$ cat config.mk
export PLATFORM = sky130hd
export DESIGN_NAME = parity_gen
export DESIGN_NICKNAME = d
export VERILOG_FILES = /design/src/rtl/parity_pkg.sv /design/src/rtl/parity_tree.sv /design/src/rtl/parity_gen.sv
export SDC_FILE = /design/constraint.sdc
export NUM_CORES = 1
export LEC_CHECK = 0
export ABC_AREA = 1
export CAP_MARGIN = 5
export CORE_AREA = 2 2 39 41
export CTS_BUF_LIST = sky130_fd_sc_hd__clkbuf_2 sky130_fd_sc_hd__clkbuf_4 sky130_fd_sc_hd__clkbuf_8
export CTS_CLUSTER_SIZE = 16
export DETAILED_ROUTE_END_ITERATION = 10
export DIE_AREA = 0 0 41 43
export PLACE_DENSITY = 0.5
export SLEW_MARGIN = 40
export SYNTH_ARGS = -nofsm -noshare
export SYNTH_HDL_FRONTEND = slang
export SYNTH_SLANG_ARGS = --single-unit
$ cat constraint.sdc
create_clock -name clk -period 0.8 [get_ports clk]
set_input_delay 0.12 -clock clk [delete_from_list [all_inputs] [get_ports clk]]
set_output_delay 0.12 -clock clk [all_outputs]
set_load 0.03 [all_outputs]
$ cat src/rtl/parity_pkg.sv
// Shared definitions for the parity generator: mode encodings, default width and mode decode.
package parity_pkg;

  localparam int unsigned DEF_DATA_W = 8;

  typedef enum logic [1:0] {
    MODE_EVEN  = 2'b00,
    MODE_ODD   = 2'b01,
    MODE_MARK  = 2'b10,
    MODE_SPACE = 2'b11
  } mode_t;

  // Turns the raw XOR of a word into the parity bit for the selected mode.
  function automatic logic apply_mode(input mode_t mode, input logic x);
    logic p;
    p = x;
    case (mode)
      MODE_EVEN:  p = x;
      MODE_ODD:   p = ~x;
      MODE_MARK:  p = 1'b1;
      MODE_SPACE: p = 1'b0;
      default:    p = x;
    endcase
    return p;
  endfunction

endpackage

$ cat src/rtl/parity_tree.sv
// Combinational XOR reduction of a DATA_W-bit word.
module parity_tree
  import parity_pkg::*;
#(
  parameter int unsigned DATA_W = DEF_DATA_W
) (
  input  logic [DATA_W-1:0] data,
  output logic              x_c
);

  assign x_c = ^data;

endmodule

$ cat src/rtl/parity_gen.sv
// Registered parity generator with selectable even/odd/mark/space mode.
// Optional receive-side checker (parity_err, err_sticky) is compiled in with `define PARITY_CHECK_EN.
module parity_gen
  import parity_pkg::*;
#(
  parameter int unsigned DATA_W   = DEF_DATA_W,
  parameter logic [1:0]  DEF_MODE = 2'b00
) (
  input  logic              clk,
  input  logic              reset,
  input  logic [DATA_W-1:0] data_in,
  input  logic              data_valid,
  input  logic [1:0]        mode_sel,
  output logic              parity_bit,
  output logic              parity_valid
`ifdef PARITY_CHECK_EN
  ,
  input  logic              rx_parity,
  output logic              parity_err,
  output logic              err_sticky,
  input  logic              err_clr
`endif
);

  logic x_c;
  logic p_c;
  logic bit_d;
  logic valid_d;

  parity_tree #(.DATA_W(DATA_W)) u_tree (
    .data (data_in),
    .x_c  (x_c)
  );

  // An unresolved mode_sel (e.g. left floating) falls back to the integration default mode.
  always_comb begin
    p_c = apply_mode(mode_t'(DEF_MODE), x_c);
    case (mode_sel)
      MODE_EVEN, MODE_ODD, MODE_MARK, MODE_SPACE: p_c = apply_mode(mode_t'(mode_sel), x_c);
      default:                                    p_c = apply_mode(mode_t'(DEF_MODE), x_c);
    endcase
  end

  always_comb begin
    bit_d   = parity_bit;
    valid_d = 1'b0;
    if (data_valid) begin
      bit_d   = p_c;
      valid_d = 1'b1;
    end
  end

  always_ff @(posedge clk or negedge reset) begin
    if (!reset) begin
      parity_bit   <= 1'b0;
      parity_valid <= 1'b0;
    end else begin
      parity_bit   <= bit_d;
      parity_valid <= valid_d;
    end
  end

`ifdef PARITY_CHECK_EN
  logic err_d;
  logic sticky_d;

  // Sticky flag sets together with the error pulse; a coincident clear loses to the set.
  always_comb begin
    err_d    = 1'b0;
    sticky_d = err_sticky & ~err_clr;
    if (data_valid && (p_c != rx_parity)) begin
      err_d    = 1'b1;
      sticky_d = 1'b1;
    end
  end

  always_ff @(posedge clk or negedge reset) begin
    if (!reset) begin
      parity_err <= 1'b0;
      err_sticky <= 1'b0;
    end else begin
      parity_err <= err_d;
      err_sticky <= sticky_d;
    end
  end
`endif

endmodule

==> results of run 1 <==
## synth_stat cells
cell type,number
dfrtp_1,2
inv_1,11
nand2_1,30
nand3_1,3
nand4_1,1
nor2_1,2
xnor2_1,1
## layout make-up
class | instances | share of cell area (%)
clock buffers | 3 | 5.310
flip-flops and latches | 2 | 11.80
repair buffers | 14 | 24.19
inverters | 11 | 9.735
well taps | 16 | 4.720
multi-input cells | 37 | 44.25
## final timing paths
| kind | end | slack [ns] | cells past startpoint |
|---|---|---|---|
| min reg2reg | parity_bit | 0.50 | 2 |
| min | parity_valid | 0.07 | 1 |
| max reg2reg | parity_bit | 0.19 | 2 |
| max | parity_bit | -0.05 | 1 |
| min in group clk | parity_valid | 0.44 | 1 |
| max in group asynchronous | parity_bit | 0.61 | 1 |
## cell families after synthesis
family | synth area share, %
simple gates | 58.55
buf+inv | 17.10
flops | 20.73
xor+xnor | 3.628
## registers in the layout, indices dropped and copies added (netlist names)
register	count
parity_valid	1
parity_bit	1
## per-layer routing
metal	up-vias	track usage (%)
li1	181	-
met1	140	10.51
met2	11	9.688
met3	0	3.141
met4	0	4.000
met5	-	0
## report_power, final
group / internal, mW / total (mW) / switching [mW]
registers: 0.112 / 0.117 / 0.00551
logic: 0.0976 / 0.211 / 0.113
clock network: 0.165 / 0.215 / 0.0500
## repair_timing
| action | 4_1_cts | 5_1_grt |
|---|---|---|
| resized for setup | 31 | 16 |
| pin swaps | 13 | 5 |
| cloned | 0 | 0 |
| endpoints found under the setup margin | 3 | 3 |
## stage by stage
stage | power (mW) | setup slack, ns | std cells
floorplan | 0.2160 | 0.01403 | 50
detailed placement | 0.3136 | -0.5384 | 80
global placement | 0.3108 | -0.5168 | 80
global route | 0.6023 | -0.08519 | 83
CTS | 0.5440 | -0.05962 | 83
finish | 0.5426 | -0.05310 | 83
==> impl_metrics.json, run 1 <==
{
  "status": "finished with violations",
  "violations": "setup timing",
  "grt_pass1_vias": 255,
  "dieWidth_um": 41,
  "num_vias": 332,
  "ir_drop_mv": 0.3277,
  "rsz0062_at_grt": "yes",
  "clockRootBuffer": "clkbuf_4",
  "cp_cell_sequence": "buf_6",
  "gp_congestion": 0.5961,
  "synth_nets": 63,
  "worstPathRequired_ns": 0.68,
  "dr_wl_met2_um": 259,
  "synth_cell_types": 7,
  "met3WireLength_um": 52,
  "row_count": 14,
  "final_area_sq_um": 424.2,
  "cts_setup_buffers": 0,
  "critPathSlowestCell": "dfrtp_1",
  "final_common_cell": "nand2_1",
  "relSlewSlack_pct": 91.33,
  "yosysWarnings": 0,
  "cts_num_sinks": 2,
  "drc_errors": 0,
  "finalHoldWorstSlack_ns": 0.06804,
  "synthCells": 50,
  "cp_top_family": "flip-flops",
  "grt_overflow": 0,
  "hold_buffers": 0,
  "die_y_um": 43,
  "wl_met1_um": 253,
  "htreeDepth": 1,
  "dr.pass1.iters": 4,
  "r2r_start": "parity_bit",
  "timing.fmax_mhz": 1172,
  "synth_area_sq_um": 241.5,
  "period_share_pct": 106.6,
  "worst_slew_pin_slew_ns": 0.1296,
  "worstSetupPathType": "flip-flop to output port",
  "die-area_sq_um": 1763,
  "core_sq_um": 1384,
  "crit_fanout": 2,
  "avgSynthCellArea_sq_um": 4.830,
  "power_density_nw_per_um2": 1279,
  "portBuffers": 14,
  "cts_tree": "done",
  "cts_made_buffers": 3,
  "multiInputGateArea_sq_um": 187.7,
  "hold_path.class": "primary input to asynchronous set/reset pin",
  "finish.utilization_pct": 30.65,
  "grt_usage_pct": 7.608,
  "grt_pass1_wl_um": 924,
  "grt_max_degree": 4,
  "critical_path.startpoint": "parity_bit",
  "worst_ep_arrival_time_ns": 0.73,
  "setup_viol_count_final": 2,
  "place_area_sq_um": 399.1,
  "antenna_found_initial": 0,
  "drt_first_iter_violations": 3,
  "yosysTopAreaCellShare_pct": 46.63,
  "end_kind": "output port",
  "num_io_pins": 15,
  "antennaDiodeCount": 0,
  "insertion_delay_ns": 0.22,
  "start_util_pct": 17.45,
  "clkTransAtPathRegs_ns": 0.03,
  "wl_um": 565,
  "fin_ws_ns": -0.05310,
  "synth-seq-cells": 2,
  "cp-start-kind": "flip-flop",
  "fin_setup_tns_ns": -0.08517,
  "yosys-top-cells-area": "nand2_1, dfrtp_1, inv_1",
  "clock_path_buffers": 2,
  "critical-path-max-stage-delay_ns": 0.37,
  "skew_ns": 0,
  "dp_hpwl_um": 448.4,
  "critical_path_buf_inv_count": 1,
  "period_needed_ns": 0.8531,
  "wl_per_cell_um": 6.807,
  "ant_nets": 0,
  "final_cell_mix": "nand2_1, nand2_2, inv_1, buf_2",
  "cap_violations": 0,
  "viasPerCell": 4.000,
  "seq_area_frac_synth_pct": 20.73,
  "fillers": 169,
  "yosys.area.top_type": "nand2_1",
  "syn2layout_area_growth_pct": 75.65,
  "fin_nets": 82,
  "drive_gt1_share_pct": 41.79,
  "top_layer_used": "met3",
  "p_leak_nw": 0.2628,
  "seq_area_sq_um": 50.05,
  "finalHoldViolCount": 0,
  "slew_viol_final": 0
}
Power figures use the tool's default switching activity.
==> inputs of run 2 (changes only) <==
--- a/config.mk
+++ b/config.mk
@@ -12,8 +12,9 @@
 export CTS_CLUSTER_SIZE = 16
 export DETAILED_ROUTE_END_ITERATION = 10
 export DIE_AREA = 0 0 41 43
-export PLACE_DENSITY = 0.5
+export PLACE_DENSITY = 0.51
 export SLEW_MARGIN = 40
 export SYNTH_ARGS = -nofsm -noshare
 export SYNTH_HDL_FRONTEND = slang
 export SYNTH_SLANG_ARGS = --single-unit
+export TNS_END_PERCENT = 20
==> impl_metrics.json, run 2 (synthesized netlist as in run 1, its figures left out) <==
{
  "fin_ws_ns": -0.05824,
  "reg_top3": "parity_bit: 1 flops, parity_valid: 1 flops",
  "final_cell_mix": "nand2_1, inv_1, clkdlybuf4s15_2",
  "critPathSlowestCell": "dfrtp_1",
  "crit_fanout": 2,
  "cts_made_buffers": 3,
  "p_leak_nw": 0.2726,
  "grt_pass1_vias": 247,
  "wl_um": 560,
  "die_y_um": 43,
  "antennaDiodeCount": 0,
  "cts_num_sinks": 2,
  "antenna_found_initial": 0,
  "clockRootBuffer": "clkbuf_4",
  "grt_overflow": 0,
  "ir_drop_mv": 0.2662,
  "cp_top_family": "flip-flops",
  "finalPower_uw": 554.8,
  "drc_errors": 0,
  "syn2layout_area_growth_pct": 88.60,
  "wl_per_cell_um": 6.667,
  "grt_max_degree": 4,
  "drt_first_iter_violations": 1,
  "clkTransAtPathRegs_ns": 0.03,
  "violations": "setup timing",
  "timing.fmax_mhz": 1165,
  "start_util_pct": 17.45,
  "cp-start-kind": "flip-flop",
  "status": "finished with violations",
  "clock_path_buffers": 2,
  "insertion_delay_ns": 0.22,
  "die-area_sq_um": 1763,
  "hold_path.class": "primary input to asynchronous set/reset pin",
  "dr.pass1.iters": 3,
  "setup_viol_count_final": 3,
  "critical_path.startpoint": "parity_bit",
  "finalHoldViolCount": 0,
  "grt_pass1_wl_um": 814,
  "final_area_sq_um": 455.4,
  "worstPathRequired_ns": 0.68,
  "critical-path-max-stage-delay_ns": 0.38,
  "viasPerCell": 3.893,
  "place_area_sq_um": 399.1,
  "r2r_start": "parity_bit",
  "hold_buffers": 0,
  "row_count": 14,
  "relSlewSlack_pct": 91.99,
  "worst_ep_arrival_time_ns": 0.74,
  "drive_gt1_share_pct": 36.76,
  "end_kind": "output port",
  "worstSetupPathType": "flip-flop to output port",
  "period_share_pct": 107.3,
  "dieWidth_um": 41,
  "fin_nets": 83,
  "portBuffers": 14,
  "slew_viol_final": 0,
  "skew_ns": 0,
  "rsz0062_at_grt": "yes",
  "num_vias": 327,
  "grt_usage_pct": 7.107,
  "htreeDepth": 1,
  "ant_nets": 0,
  "worst_slew_pin_slew_ns": 0.1197,
  "cp_cell_sequence": "buf_6",
  "cap_violations": 0,
  "gp_congestion": 0.5764,
  "final_common_cell": "nand2_1",
  "num_io_pins": 15,
  "power_density_nw_per_um2": 1218,
  "core_sq_um": 1384,
  "period_needed_ns": 0.8582,
  "cts_tree": "done",
  "dp_hpwl_um": 452.5,
  "critical_path_buf_inv_count": 1
}
## run 2: changes by cell type in the layout (fill, tap and decap cells not counted)
cell | previous run | this run
buf_2 | 7 | 2
clkdlybuf4s15_2 | 0 | 5
nand2_1 | 23 | 26
nand2_2 | 7 | 4
buf_4 | 0 | 1
inv_1 | 7 | 8
inv_2 | 4 | 3
## run 2: final cells by class
class	instances	area, sq um
multi-input combinational	37	180.2
tap	16	20.02
timing repair buffer	15	141.4
sequential	2	50.05
inverter	11	41.29
fill	162	928.4
clock buffer	3	22.52
## run 2: report_power, final
part           switching [mW]  internal (mW)  leakage [nW]
registers             0.00597          0.112        0.0237
clock network          0.0506          0.165        0.0138
logic                   0.110          0.112         0.235
## run 2: final timing paths
check,endpoint,slack [ns],cells past startpoint
setup / recovery,parity_bit,-0.06,1
hold / removal,parity_bit,0.07,1
setup reg to reg,parity_bit,0.08,3
hold reg to reg,parity_bit,0.59,3
max in group asynchronous,parity_valid,0.61,1
min in group clk,parity_valid,0.42,1
## run 2: per-stage QoR
stage	TNS (ns)	hold slack [ns]	cells	util [%]	setup WS, ns
2_1_floorplan	0	-0.1756	50	-	0.01403
3_3_place_gp	-0.5077	0.2953	80	28.84	-0.5077
3_5_place_dp	-0.5344	0.2981	80	28.84	-0.5344
4_1_cts	-0.1438	0.06644	84	32.64	-0.06118
5_1_grt	-0.2652	0.06151	84	32.91	-0.09558
6_report	-0.1172	0.06790	84	32.91	-0.05824
## run 2: worst register-to-register path: cells and delay by family, from the launching register on
family	cells	cell delay, ns
DFF	1	0.38
and+or+nand+nor	2	0.10
buffers and inverters	1	0.13
## run 2: repair_timing
item                       CTS  global route
buffers inserted             1             0
pin swaps                   12             7
resized for setup           29             9
cloned                       0             0
setup endpoints to repair    3             3
## run 2: routing by layer
layer	share of wire (%)	GRT usage, %
met5	0	0
met4	2.3	8.000
met3	11	1.571
met2	46	10.00
met1	40	7.643
==> inputs of run 3 (changes only) <==
==> constraint.sdc (replaced) <==
create_clock -name clk -period 0.8 [get_ports clk]
set_input_delay 0.24 -clock clk [delete_from_list [all_inputs] [get_ports clk]]
set_output_delay 0.24 -clock clk [all_outputs]
set_load 0.03 [all_outputs]
==> impl_metrics.json, run 3 (synthesized netlist as in run 1, its figures left out) <==
{
  "status": "finished with violations",
  "violations": "setup timing",
  "rsz0062_at_grt": "yes",
  "worst_ep_arrival_time_ns": 0.75,
  "cap_violations": 0,
  "fin_ws_ns": -0.1879,
  "cts_tree": "done",
  "drt_first_iter_violations": 7,
  "insertion_delay_ns": 0.22,
  "drive_gt1_share_pct": 32.84,
  "period_share_pct": 123.5,
  "gp_congestion": 0.6205,
  "reg_top3": "parity_bit: 1 flops, parity_valid: 1 flops",
  "antenna_found_initial": 0,
  "cts_setup_buffers": 0,
  "final_common_cell": "nand2_1",
  "hold_buffers": 0,
  "ir_drop_mv": 0.2505,
  "worstSetupPathType": "flip-flop to output port",
  "regToRegEndpoint": "parity_bit",
  "skew_ns": 0,
  "reg2reg_slack_ns": 0.19,
  "cp-start-kind": "flip-flop",
  "die-area_sq_um": 1763,
  "viasPerCell": 3.892,
  "crit_fanout": 2,
  "fin_setup_tns_ns": -0.4308,
  "final_cell_mix": "nand2_1, inv_1, clkbuf_2",
  "grt_max_degree": 4,
  "dr.pass1.iters": 3,
  "end_kind": "output port",
  "pre_cts_slack_ns": -0.6679,
  "cts_made_buffers": 3,
  "worst-r2r-cell-count": 2,
  "grt_pass1_wl_um": 897,
  "clkTransAtPathRegs_ns": 0.03,
  "clockRootBuffer": "clkbuf_4",
  "fin_nets": 82,
  "htreeDepth": 1,
  "ant_nets": 0,
  "cts_num_sinks": 2,
  "r2r_start": "parity_bit",
  "grt_usage_pct": 7.600,
  "antennaDiodeCount": 0,
  "period_needed_ns": 0.9879,
  "critPathSlowestCell": "dfrtp_1",
  "dieWidth_um": 41,
  "drc_errors": 0,
  "worst_slew_pin_slew_ns": 0.1291,
  "setup_viol_count_final": 3,
  "wl_um": 561,
  "hold_path.class": "primary input to asynchronous set/reset pin",
  "syn2layout_area_growth_pct": 70.47,
  "die_y_um": 43,
  "critical_path_buf_inv_count": 1,
  "p_leak_nw": 0.2591,
  "grt_overflow": 0,
  "dp_hpwl_um": 463.6,
  "num_vias": 323,
  "power_density_nw_per_um2": 1311,
  "finalHoldWorstSlack_ns": 0.1803,
  "worstPathRequired_ns": 0.56,
  "timing.fmax_mhz": 1012,
  "wl_per_cell_um": 6.759,
  "start_util_pct": 17.45,
  "row_count": 14,
  "core_sq_um": 1384,
  "cp_top_family": "flip-flops",
  "clock_path_buffers": 2,
  "portBuffers": 14,
  "slew_viol_final": 0,
  "num_io_pins": 15,
  "grt_pass1_vias": 285,
  "finalHoldViolCount": 0,
  "relSlewSlack_pct": 91.33,
  "critical-path-max-stage-delay_ns": 0.38,
  "cp_cell_sequence": "buf_6"
}
==> run 3: cell types whose count changed in the layout (fill, tap and decap cells not counted), sizes merged <==
cell	delta
clkdlybuf4s15	-5
clkbuf	+4
==> run 3: power by group <==
part,leakage [nW],switching (mW),internal (mW)
clock network,0.0138,0.0564,0.165
registers,0.0237,0.00661,0.112
logic,0.222,0.107,0.0928
total,0.259,0.170,0.370
==> run 3: stage by stage <==
| step | utilization (%) | area [sq um] | cells | power (mW) |
|---|---|---|---|---|
| 2_1_floorplan | - | 249.0 | 50 | 0.2183 |
| 3_3_place_gp | 29.20 | 404.1 | 80 | 0.3171 |
| 3_5_place_dp | 29.20 | 404.1 | 80 | 0.3196 |
| 4_1_cts | 32.01 | 442.9 | 83 | 0.5576 |
| 5_1_grt | 29.75 | 411.6 | 83 | 0.5946 |
| 6_report | 29.75 | 411.6 | 83 | 0.5397 |
==> run 3: what timing repair did <==
item                       CTS  global route
gates resized for setup     22            12
setup endpoints to repair    3             3
pin swaps                    4             8
==> run 3: layout make-up <==
type / instances / area [sq um]
Clock buffer: 3 / 22.52
Fill cell: 171 / 972.2
Inverter: 11 / 41.29
Multi-Input combinational cell: 37 / 172.7
Sequential cell: 2 / 50.05
Tap cell: 16 / 20.02
Timing Repair Buffer: 14 / 105.1
==> run 3: per-layer routing <==
metal  share of wire (%)  GRT usage [%]  vias to the layer above
met4                   0          8.000                        0
met2                  52          12.81                        6
met3                 3.6          1.571                        0
li1                    -              -                      182
met5                   0              0                        -
met1                  44          6.349                      135
==> run 3: worst max path at each step <==
stage,startpoint,end,slack (ns),cells past startpoint
final,parity_bit,parity_bit,-0.19,1
after global routing,parity_bit,parity_bit,-0.21,1
after CTS,parity_bit,parity_bit,-0.20,1
after detailed placement,data_in[5],parity_bit,-0.67,10
after global placement,data_in[6],parity_bit,-0.66,10
after floorplan,data_in[3],parity_bit,-0.09,10
